## config.mk

```make
export PLATFORM = sky130hd
export DESIGN_NAME = rle_frame_decoder_flat
export DESIGN_NICKNAME = d
export VERILOG_FILES = /design/src/rtl/frame_pkg.sv /design/src/rtl/rle_frame_decoder_if.sv /design/src/rtl/rle_frame_decoder.sv /design/src/flat_wrapper.sv
export SDC_FILE = /design/constraint.sdc
export NUM_CORES = 1
export LEC_CHECK = 0
export CAP_MARGIN = 20
export CORE_MARGIN = 2
export CORE_UTILIZATION = 55
export DETAILED_ROUTE_END_ITERATION = 7
export DONT_BUFFER_PORTS = 1
export PLACE_DENSITY = 0.7
export SLEW_MARGIN = 20
export SYNTH_ARGS = -nofsm -noshare
export SYNTH_HDL_FRONTEND = slang
export SYNTH_SLANG_ARGS = --single-unit
```

## constraint.sdc

```tcl
create_clock -name clk -period 2.71 [get_ports clk]
set_clock_uncertainty 0.2 [all_clocks]
set_input_delay 0.813 -clock clk [delete_from_list [all_inputs] [get_ports clk]]
set_output_delay 0.813 -clock clk [all_outputs]
set_load 0.005 [all_outputs]
```

## src/rtl/frame_pkg.sv

```systemverilog
// rtl/frame_pkg.sv - shared constants, RLE word fields and decoder state type
package frame_pkg;

    localparam int GRID_W      = 40;
    localparam int GRID_H      = 30;
    localparam int BUFFER_SIZE = GRID_W * GRID_H;
    localparam int NUM_FRAMES  = 3286;

    // RLE word: colour in the top bit, (run length - 1) below it
    localparam int COLOUR_BIT  = 7;
    localparam int LEN_MSB     = 6;

    typedef enum logic [2:0] {
        IDLE,
        FETCH,
        LOAD,
        EMIT,
        DONE
    } state_t;

endpackage

```

## src/rtl/rle_frame_decoder_if.sv

```systemverilog
// rtl/rle_frame_decoder_if.sv - ROM read port and frame buffer write port bundle
interface rle_frame_decoder_if #(
    parameter int ROM_AW = 18
);

    logic [ROM_AW-1:0] rom_addr;
    logic [7:0]        rom_data;
    logic              wr_en;
    logic [10:0]       wr_addr;
    logic              wr_data;

    modport master (
        output rom_addr,
        input  rom_data,
        output wr_en,
        output wr_addr,
        output wr_data
    );

    modport slave (
        input  rom_addr,
        output rom_data,
        input  wr_en,
        input  wr_addr,
        input  wr_data
    );

endinterface

```

## src/rtl/rle_frame_decoder.sv

```systemverilog
// rtl/rle_frame_decoder.sv - expands RLE frames from ROM into per-block frame buffer writes
module rle_frame_decoder
    import frame_pkg::*;
#(
    parameter int HPIXELS    = 640,
    parameter int VPIXELS    = 480,
    parameter int BLOCK_SIZE = 16,
    parameter int NUM_FRAMES = 3286,
    parameter int ROM_AW     = 18
) (
    input  logic                clk,
    input  logic                rst_n,
    input  logic                frame_tick,
    rle_frame_decoder_if.master bus,
    output logic                busy,
    output logic                frame_done,
    output logic [11:0]         frame_num,
    output logic                overrun,
    output logic                fmt_err
);

    localparam int          NUM_BLOCKS = (HPIXELS / BLOCK_SIZE) * (VPIXELS / BLOCK_SIZE);
    localparam logic [10:0] LAST_BLK   = 11'(NUM_BLOCKS - 1);
    localparam logic [11:0] LAST_FRAME = 12'(NUM_FRAMES - 1);

    state_t            r_state;
    state_t            w_next;
    logic [ROM_AW-1:0] r_rom_addr;
    logic              r_colour;
    logic [7:0]        r_run;
    logic [10:0]       r_blk;
    logic [11:0]       r_frame_num;
    logic              r_overrun;
    logic              r_fmt_err;
    logic              w_last_blk;
    logic              w_run_end;

    assign w_last_blk = (r_blk == LAST_BLK);
    assign w_run_end  = (r_run == 8'd1);

    always_ff @(posedge clk) begin
        if (!rst_n) begin
            r_state <= IDLE;
        end else begin
            r_state <= w_next;
        end
    end

    // Frame end is decided purely by block count, so a run that overshoots
    // is cut at the last block and a short frame borrows the next word.
    always_comb begin
        w_next = r_state;
        case (r_state)
            IDLE:    if (frame_tick) w_next = FETCH;
            FETCH:   w_next = LOAD;
            LOAD:    w_next = EMIT;
            EMIT: begin
                if (w_last_blk) begin
                    w_next = DONE;
                end else if (w_run_end) begin
                    w_next = FETCH;
                end
            end
            DONE:    w_next = IDLE;
            default: w_next = IDLE;
        endcase
    end

    always_ff @(posedge clk) begin
        if (!rst_n) begin
            r_rom_addr  <= '0;
            r_colour    <= 1'b0;
            r_run       <= 8'd0;
            r_blk       <= 11'd0;
            r_frame_num <= 12'd0;
            r_overrun   <= 1'b0;
            r_fmt_err   <= 1'b0;
        end else begin
            if (frame_tick && (r_state != IDLE)) begin
                r_overrun <= 1'b1;
            end
            case (r_state)
                LOAD: begin
                    r_colour <= bus.rom_data[COLOUR_BIT];
                    r_run    <= {1'b0, bus.rom_data[LEN_MSB:0]} + 8'd1;
                end
                EMIT: begin
                    if (w_last_blk) begin
                        if (!w_run_end) begin
                            r_fmt_err <= 1'b1;
                        end
                    end else begin
                        r_blk <= r_blk + 11'd1;
                        r_run <= r_run - 8'd1;
                        if (w_run_end) begin
                            r_rom_addr <= r_rom_addr + ROM_AW'(1);
                        end
                    end
                end
                // The word holding the frame's last block is retired here,
                // so a truncated run is skipped along with it.
                DONE: begin
                    r_blk <= 11'd0;
                    if (r_frame_num == LAST_FRAME) begin
                        r_frame_num <= 12'd0;
                        r_rom_addr  <= '0;
                    end else begin
                        r_frame_num <= r_frame_num + 12'd1;
                        r_rom_addr  <= r_rom_addr + ROM_AW'(1);
                    end
                end
                default: begin
                end
            endcase
        end
    end

    assign bus.rom_addr = r_rom_addr;
    assign bus.wr_en    = (r_state == EMIT);
    assign bus.wr_addr  = r_blk;
    assign bus.wr_data  = r_colour;

    assign busy       = (r_state == FETCH) || (r_state == LOAD) || (r_state == EMIT);
    assign frame_done = (r_state == DONE);
    assign frame_num  = r_frame_num;
    assign overrun    = r_overrun;
    assign fmt_err    = r_fmt_err;

endmodule
```

## src/flat_wrapper.sv

```systemverilog
// flat-port wrapper written by rule: the top's interface ports become plain ports
module rle_frame_decoder_flat import frame_pkg::*;
#(
    parameter int HPIXELS    = 640,
    parameter int VPIXELS    = 480,
    parameter int BLOCK_SIZE = 16,
    parameter int NUM_FRAMES = 3286,
    parameter int ROM_AW     = 18
)
  (clk, rst_n, frame_tick, busy, frame_done, frame_num, overrun, fmt_err, bus_rom_addr, bus_rom_data, bus_wr_en, bus_wr_addr, bus_wr_data);
  rle_frame_decoder_if #(.ROM_AW(ROM_AW)) bus_i ();
  input  logic clk;
  input  logic rst_n;
  input  logic frame_tick;
  output logic busy;
  output logic frame_done;
  output logic [11:0] frame_num;
  output logic overrun;
  output logic fmt_err;
  output wire logic [$bits(bus_i.rom_addr)-1:0] bus_rom_addr;
  input wire logic [$bits(bus_i.rom_data)-1:0] bus_rom_data;
  output wire logic [$bits(bus_i.wr_en)-1:0] bus_wr_en;
  output wire logic [$bits(bus_i.wr_addr)-1:0] bus_wr_addr;
  output wire logic [$bits(bus_i.wr_data)-1:0] bus_wr_data;
  assign bus_rom_addr = bus_i.rom_addr;
  assign bus_i.rom_data = bus_rom_data;
  assign bus_wr_en = bus_i.wr_en;
  assign bus_wr_addr = bus_i.wr_addr;
  assign bus_wr_data = bus_i.wr_data;
  rle_frame_decoder #(.HPIXELS(HPIXELS), .VPIXELS(VPIXELS), .BLOCK_SIZE(BLOCK_SIZE), .NUM_FRAMES(NUM_FRAMES), .ROM_AW(ROM_AW)) u_core (.clk(clk), .rst_n(rst_n), .frame_tick(frame_tick), .bus(bus_i), .busy(busy), .frame_done(frame_done), .frame_num(frame_num), .overrun(overrun), .fmt_err(fmt_err));
endmodule
```

==> results of run 1 <==
-- Yosys cell counts (all sizes together), types with 2 or more instances --
cell type   n  share of area
or3b        2         0.0061
a32o        2         0.0069
a211oi      2         0.0052
o21ai      12          0.021
xnor2      18          0.055
buf         6          0.020
xor2       20          0.061
nor4        5          0.031
a21oi      19          0.033
and2        2         0.0043
a41oi       2          0.013
or3         6          0.013
dfxtp      55           0.38
nor4b       2         0.0061
a21o        2         0.0052
nor3       13          0.026
nand3b      2         0.0052
and3       11          0.024
nand4      15          0.033
inv         7          0.011
ha          7          0.030
nand2b      2         0.0043
nand3      15          0.026
or2         2         0.0043
nor2       52          0.068
clkbuf      5         0.0065
nor3b       3         0.0078
nand2      30          0.039
-- area by class of cell --
class / count / area, µm²
clock buffer: 7 / 86.3
timing repair buffer: 11 / 82.6
fill: 464 / 2000
sequential: 55 / 1100
clock inverter: 1 / 8.76
tap: 70 / 87.6
inverter: 7 / 31.3
multi-input combinational: 261 / 1680
-- power by group --
| group | internal, W | switching, W |
|---|---|---|
| combinational | 0.0000574 | 0.0000897 |
| clock | 0.000210 | 0.000269 |
| sequential | 0.000825 | 0.0000174 |
-- cell families after synthesis --
| family | count (synthesis) | synth area share |
|---|---|---|
| flip-flops | 55 | 0.382 |
| adder cells (fa/ha/maj) | 7 | 0.0304 |
| buffers and inverters | 18 | 0.0369 |
| AND/OR/NAND/NOR | 169 | 0.320 |
| AO/OA/AOI/OAI | 47 | 0.115 |
| XOR/XNOR | 38 | 0.115 |
-- flip-flops by register name (all words and copies together), names as in the netlist --
register             count
u_core.bus.wr_data       1
u_core.bus.wr_addr      11
u_core.frame_num        12
u_core.bus.rom_addr     18
u_core.r_state           3
u_core.overrun           1
u_core.fmt_err           1
u_core.r_run             8
-- worst min-delay path by stage --
stage | to | slack [ns] | cells past startpoint
6_report | u_core.r_run[7]$_SDFFE_PN0P_ | 0.29 | 2
5_1_grt | u_core.bus.wr_data$_SDFFE_PN0P_ | 0.34 | 2
4_1_cts | u_core.r_run[7]$_SDFFE_PN0P_ | 0.30 | 2
3_5_place_dp | u_core.r_run[7]$_SDFFE_PN0P_ | 0.28 | 2
3_3_place_gp | u_core.r_run[7]$_SDFFE_PN0P_ | 0.27 | 2
2_1_floorplan | u_core.r_run[7]$_SDFFE_PN0P_ | 0.25 | 2
-- routing by layer --
layer | track usage | vias up
met5 | 0 | -
met1 | 0.284 | 1107
met4 | 0.0745 | 0
met3 | 0.0569 | 9
li1 | - | 1198
met2 | 0.346 | 62
-- critical path: stages, from the launching register on --
cell and delay, ns:
dfxtp_1 0.39, or3b_1 0.56, inv_6 0.17
-- per-stage QoR --
stage | hold slack [ns] | setup slack [ns]
after detailed placement | 0.278 | 0.476
after floorplan | 0.253 | 0.672
after global routing | 0.339 | 0.201
final | 0.293 | 0.277
after global placement | 0.266 | 0.550
after CTS | 0.295 | 0.279
==> impl_metrics.yaml, run 1 <==
timing:
  min_period_ns: 2.43
  fin_crit_sh: 0.898
  tns_ns: 0
  worst_pin_slew_ns: 0.552
  slew-limit-headroom: 0.631
  rsz0062_at_grt: "no"
  setup-violations-final: 0
  max_freq_mhz: 411
  slew_violations: 0
  hold_viol: 0
global_route:
  grt_pass1_wl_um: 10500
  grt_start_max_net_pins: 17
  gr-usage-all-layers: 0.217
  grt_pass1_vias: 2198
  antenna_found_initial: 0
  grt-ovfl-total: 0
cells_and_area:
  drive_above_1_share: 0.0965
  final_cell_mix: "55 x dfxtp_1, 52 x nor2_1, 30 x nand2_1"
  utilization: 0.606
  area_growth_pct: 6.59
  diodes: 0
  stdcell_count: 412
  design_area_um2: 3080
  num-nets-final: 359
  final_common_cell: "dfxtp_1"
cts:
  cts-root-buf: "clkbuf_8"
  numCtsBuffers: 5
  post_cts_buffers: 0
  cts_tree: "built"
  cts.repair.resized: 0
  htree_levels: 2
  cts_hold_buf: 0
  cts_sinks: 55
  insertion_delay_ns: 0.31
  path_clk_slew_ns: 0.10
  cts_buffer_depth: 2
routing:
  routed-wl-met3_um: 420
  drtIter0Drc: 168
  wl_met1_um: 2950
  postRouteWirelength_um: 6200
  via_per_inst: 5.77
  drc_errors: 0
  highest_layer: "met4"
  wire_per_inst_um: 15.0
  vias: 2376
  ant_nets: 0
  wl_met2_um: 2750
  first_pass_iters: 4
setup_path:
  r2r_end: "u_core.bus.rom_addr[1]$_SDFFE_PN0P_"
  worst_setup_path_start_kind: "flip-flop"
  cp-startpoint: "u_core.r_state[2]$_SDFFE_PN0P_"
  r2r_slack_ns: 0.47
  worstPathArrival_ns: 1.42
  end_kind: "output port"
  reg2reg_from: "u_core.r_state[2]$_SDFFE_PN0P_"
  path_class: "flip-flop to output port"
  rr_worst_depth: 6
  critPathRequiredTime_ns: 1.70
  cp-endpoint: "frame_done"
  cp_max_fo: 9
yosys:
  syn-num-nets: 352
  syn_area_per_cell_um2: 8.64
  synth-seq-area-share: 0.382
  async_flop_share: 0
  synth-seq-cells: 55
  yosys_warnings: 0
  synthCells: 334
  synth_cell_types: 51
  synth-edff-count: 0
  syn_area_um2: 2890
  synthFlopType: "dfxtp_1"
floorplan:
  dieWidth_um: 76.4
  die_h_um: 76.4
  dieArea_um2: 5840
  start_util: 0.569
  num_rows: 26
  io_pins: 58
  placeableCoreArea_um2: 5070
place:
  hpwlAfterDp_um: 4500
  dpl-instance-area_um2: 2980
  io_buffers: 0
  gp_congestion: 0.857
  placedCellCount: 404
pwr:
  power_w: 0.00147
  vdd_drop_max_v: 0.000283
  pwr_density_cell_nw_per_um2: 477
  p_leak_nw: 1.08
worst_hold_path:
  holdCritStartpoint: "u_core.r_run[7]$_SDFFE_PN0P_"
  worst_hold_path_type: "flip-flop to flip-flop"
job:
  cap_violations: 0
status:
  status: "finished clean"
No activity file was read; power rests on OpenSTA's default activity.
==> inputs of run 2 (changes only) <==
CORE_UTILIZATION = 36   (was 55)
PLACE_DENSITY = unset   (was 0.7)
==> run 2 against run 1 <==
Compared with the run above:
- hold slack improved by 0.0077 ns
- non-clock buffer count decreased by 3
- critical path depth unchanged
- critical path type unchanged
- largest cell class unchanged
- largest power group unchanged
==> impl_metrics.yaml, run 2 (synthesized netlist as in run 1, its figures left out) <==
global_route:
  grt_pass1_wl_um: 10800
  grt-ovfl-total: 0
  grt_pass1_vias: 2193
  gr-usage-all-layers: 0.154
  grt_start_max_net_pins: 17
  antenna_found_initial: 0
timing:
  worst_pin_slew_ns: 0.523
  hold_viol: 0
  slew_violations: 0
  fin_crit_sh: 0.904
  max_freq_mhz: 408
  min_period_ns: 2.45
  tns_ns: 0
  setup-violations-final: 0
  rsz0062_at_grt: "no"
  slew-limit-headroom: 0.651
cts:
  numCtsBuffers: 5
  cts_sinks: 55
  path_clk_slew_ns: 0.10
  cts.repair.resized: 0
  htree_levels: 2
  post_cts_buffers: 0
  cts_buffer_depth: 2
  cts-root-buf: "clkbuf_8"
  cts_hold_buf: 0
  insertion_delay_ns: 0.31
  cts_tree: "built"
routing:
  vias: 2362
  wire_per_inst_um: 14.9
  postRouteWirelength_um: 6560
  drc_errors: 0
  ant_nets: 0
  via_per_inst: 5.36
  first_pass_iters: 4
  drtIter0Drc: 111
floorplan:
  start_util: 0.373
  num_rows: 32
  io_pins: 58
  dieArea_um2: 8750
  dieWidth_um: 93.5
  die_h_um: 93.5
  placeableCoreArea_um2: 7730
job:
  cap_violations: 0
pwr:
  vdd_drop_max_v: 0.000207
  pwr-share-seq: 0.587
  power_switching_w: 0.000378
  p_leak_nw: 1.05
  comb_power_share: 0.100
  power.internal_w: 0.00106
  switching_share: 0.263
  pwr-share-clk: 0.313
  pwr_density_cell_nw_per_um2: 466
setup_path:
  cp_max_fo: 9
  slowest_delay_ns: 0.56
  worst_setup_path_start_kind: "flip-flop"
  crit_slowest_cell: "or3b_1"
  worstPathArrival_ns: 1.44
  cp_cell_sequence: "or3b_1 -> inv_6"
  end_kind: "output port"
  critPathRequiredTime_ns: 1.70
  path_class: "flip-flop to output port"
place:
  placedCellCount: 433
  io_buffers: 0
  dpl-instance-area_um2: 3000
  gp_congestion: 0.810
  hpwlAfterDp_um: 4840
cells_and_area:
  area_growth_pct: 6.85
  stdcell_count: 441
  design_area_um2: 3080
  final_cell_mix: "55 x dfxtp_1, 52 x nor2_1, 30 x nand2_1"
  num-nets-final: 356
  drive_above_1_share: 0.0885
  final_common_cell: "dfxtp_1"
  diodes: 0
  largest_register_ffs: 18
status:
  status: "finished clean"
worst_hold_path:
  worst_hold_path_type: "flip-flop to flip-flop"
-- run 2: worst paths after layout --
| kind | cells past startpoint | endpoint | from | slack, ns |
|---|---|---|---|---|
| worst min register to register | 2 | u_core.r_run[7]$_SDFFE_PN0P_ | u_core.r_run[7]$_SDFFE_PN0P_ | 0.30 |
| worst min-delay path | 2 | u_core.r_run[7]$_SDFFE_PN0P_ | u_core.r_run[7]$_SDFFE_PN0P_ | 0.30 |
| worst max-delay path | 2 | frame_done | u_core.r_state[2]$_SDFFE_PN0P_ | 0.26 |
| worst max register to register | 6 | u_core.bus.rom_addr[11]$_SDFFE_PN0P_ | u_core.r_state[2]$_SDFFE_PN0P_ | 0.53 |
-- run 2: power groups by stage --
stage	combinational, W	clock, W	sequential (W)
detailed placement	0.000142	0	0.000863
global placement	0.000140	0	0.000862
CTS	0.000144	0.000465	0.000844
global route	0.000159	0.000507	0.000847
finish	0.000143	0.000450	0.000844
floorplan	0.000111	0	0.000858
-- run 2: critical path: cells and delay by family (launching register included) --
kind                   cells  cell delay (ns)
and+or+nand+nor            1             0.56
buffers and inverters      1             0.17
DFF                        1             0.40
-- run 2: per-layer routing --
| metal | vias to the layer above | GRT usage | wire, µm |
|---|---|---|---|
| met4 | 0 | 0.0539 | 147 |
| met1 | 1099 | 0.189 | 2850 |
| met5 | - | 0 | 0 |
| li1 | 1184 | - | - |
| met3 | 9 | 0.0556 | 523 |
| met2 | 70 | 0.248 | 3030 |
-- run 2: final cells by class --
cell class	instances	area, µm²
timing repair buffer	8	60.1
inverter	7	31.3
tap	102	128
multi-input combinational	261	1680
sequential	55	1100
clock inverter	2	12.5
fill	780	4640
clock buffer	6	72.6
-- run 2: stage by stage --
stage	hold slack (ns)	setup slack (ns)	power, W	utilization
floorplan	0.253	0.672	0.000969	-
global placement	0.275	0.591	0.00100	0.388
detailed placement	0.283	0.518	0.00101	0.388
CTS	0.299	0.253	0.00145	0.399
global route	0.341	0.177	0.00151	0.399
finish	0.300	0.260	0.00144	0.399
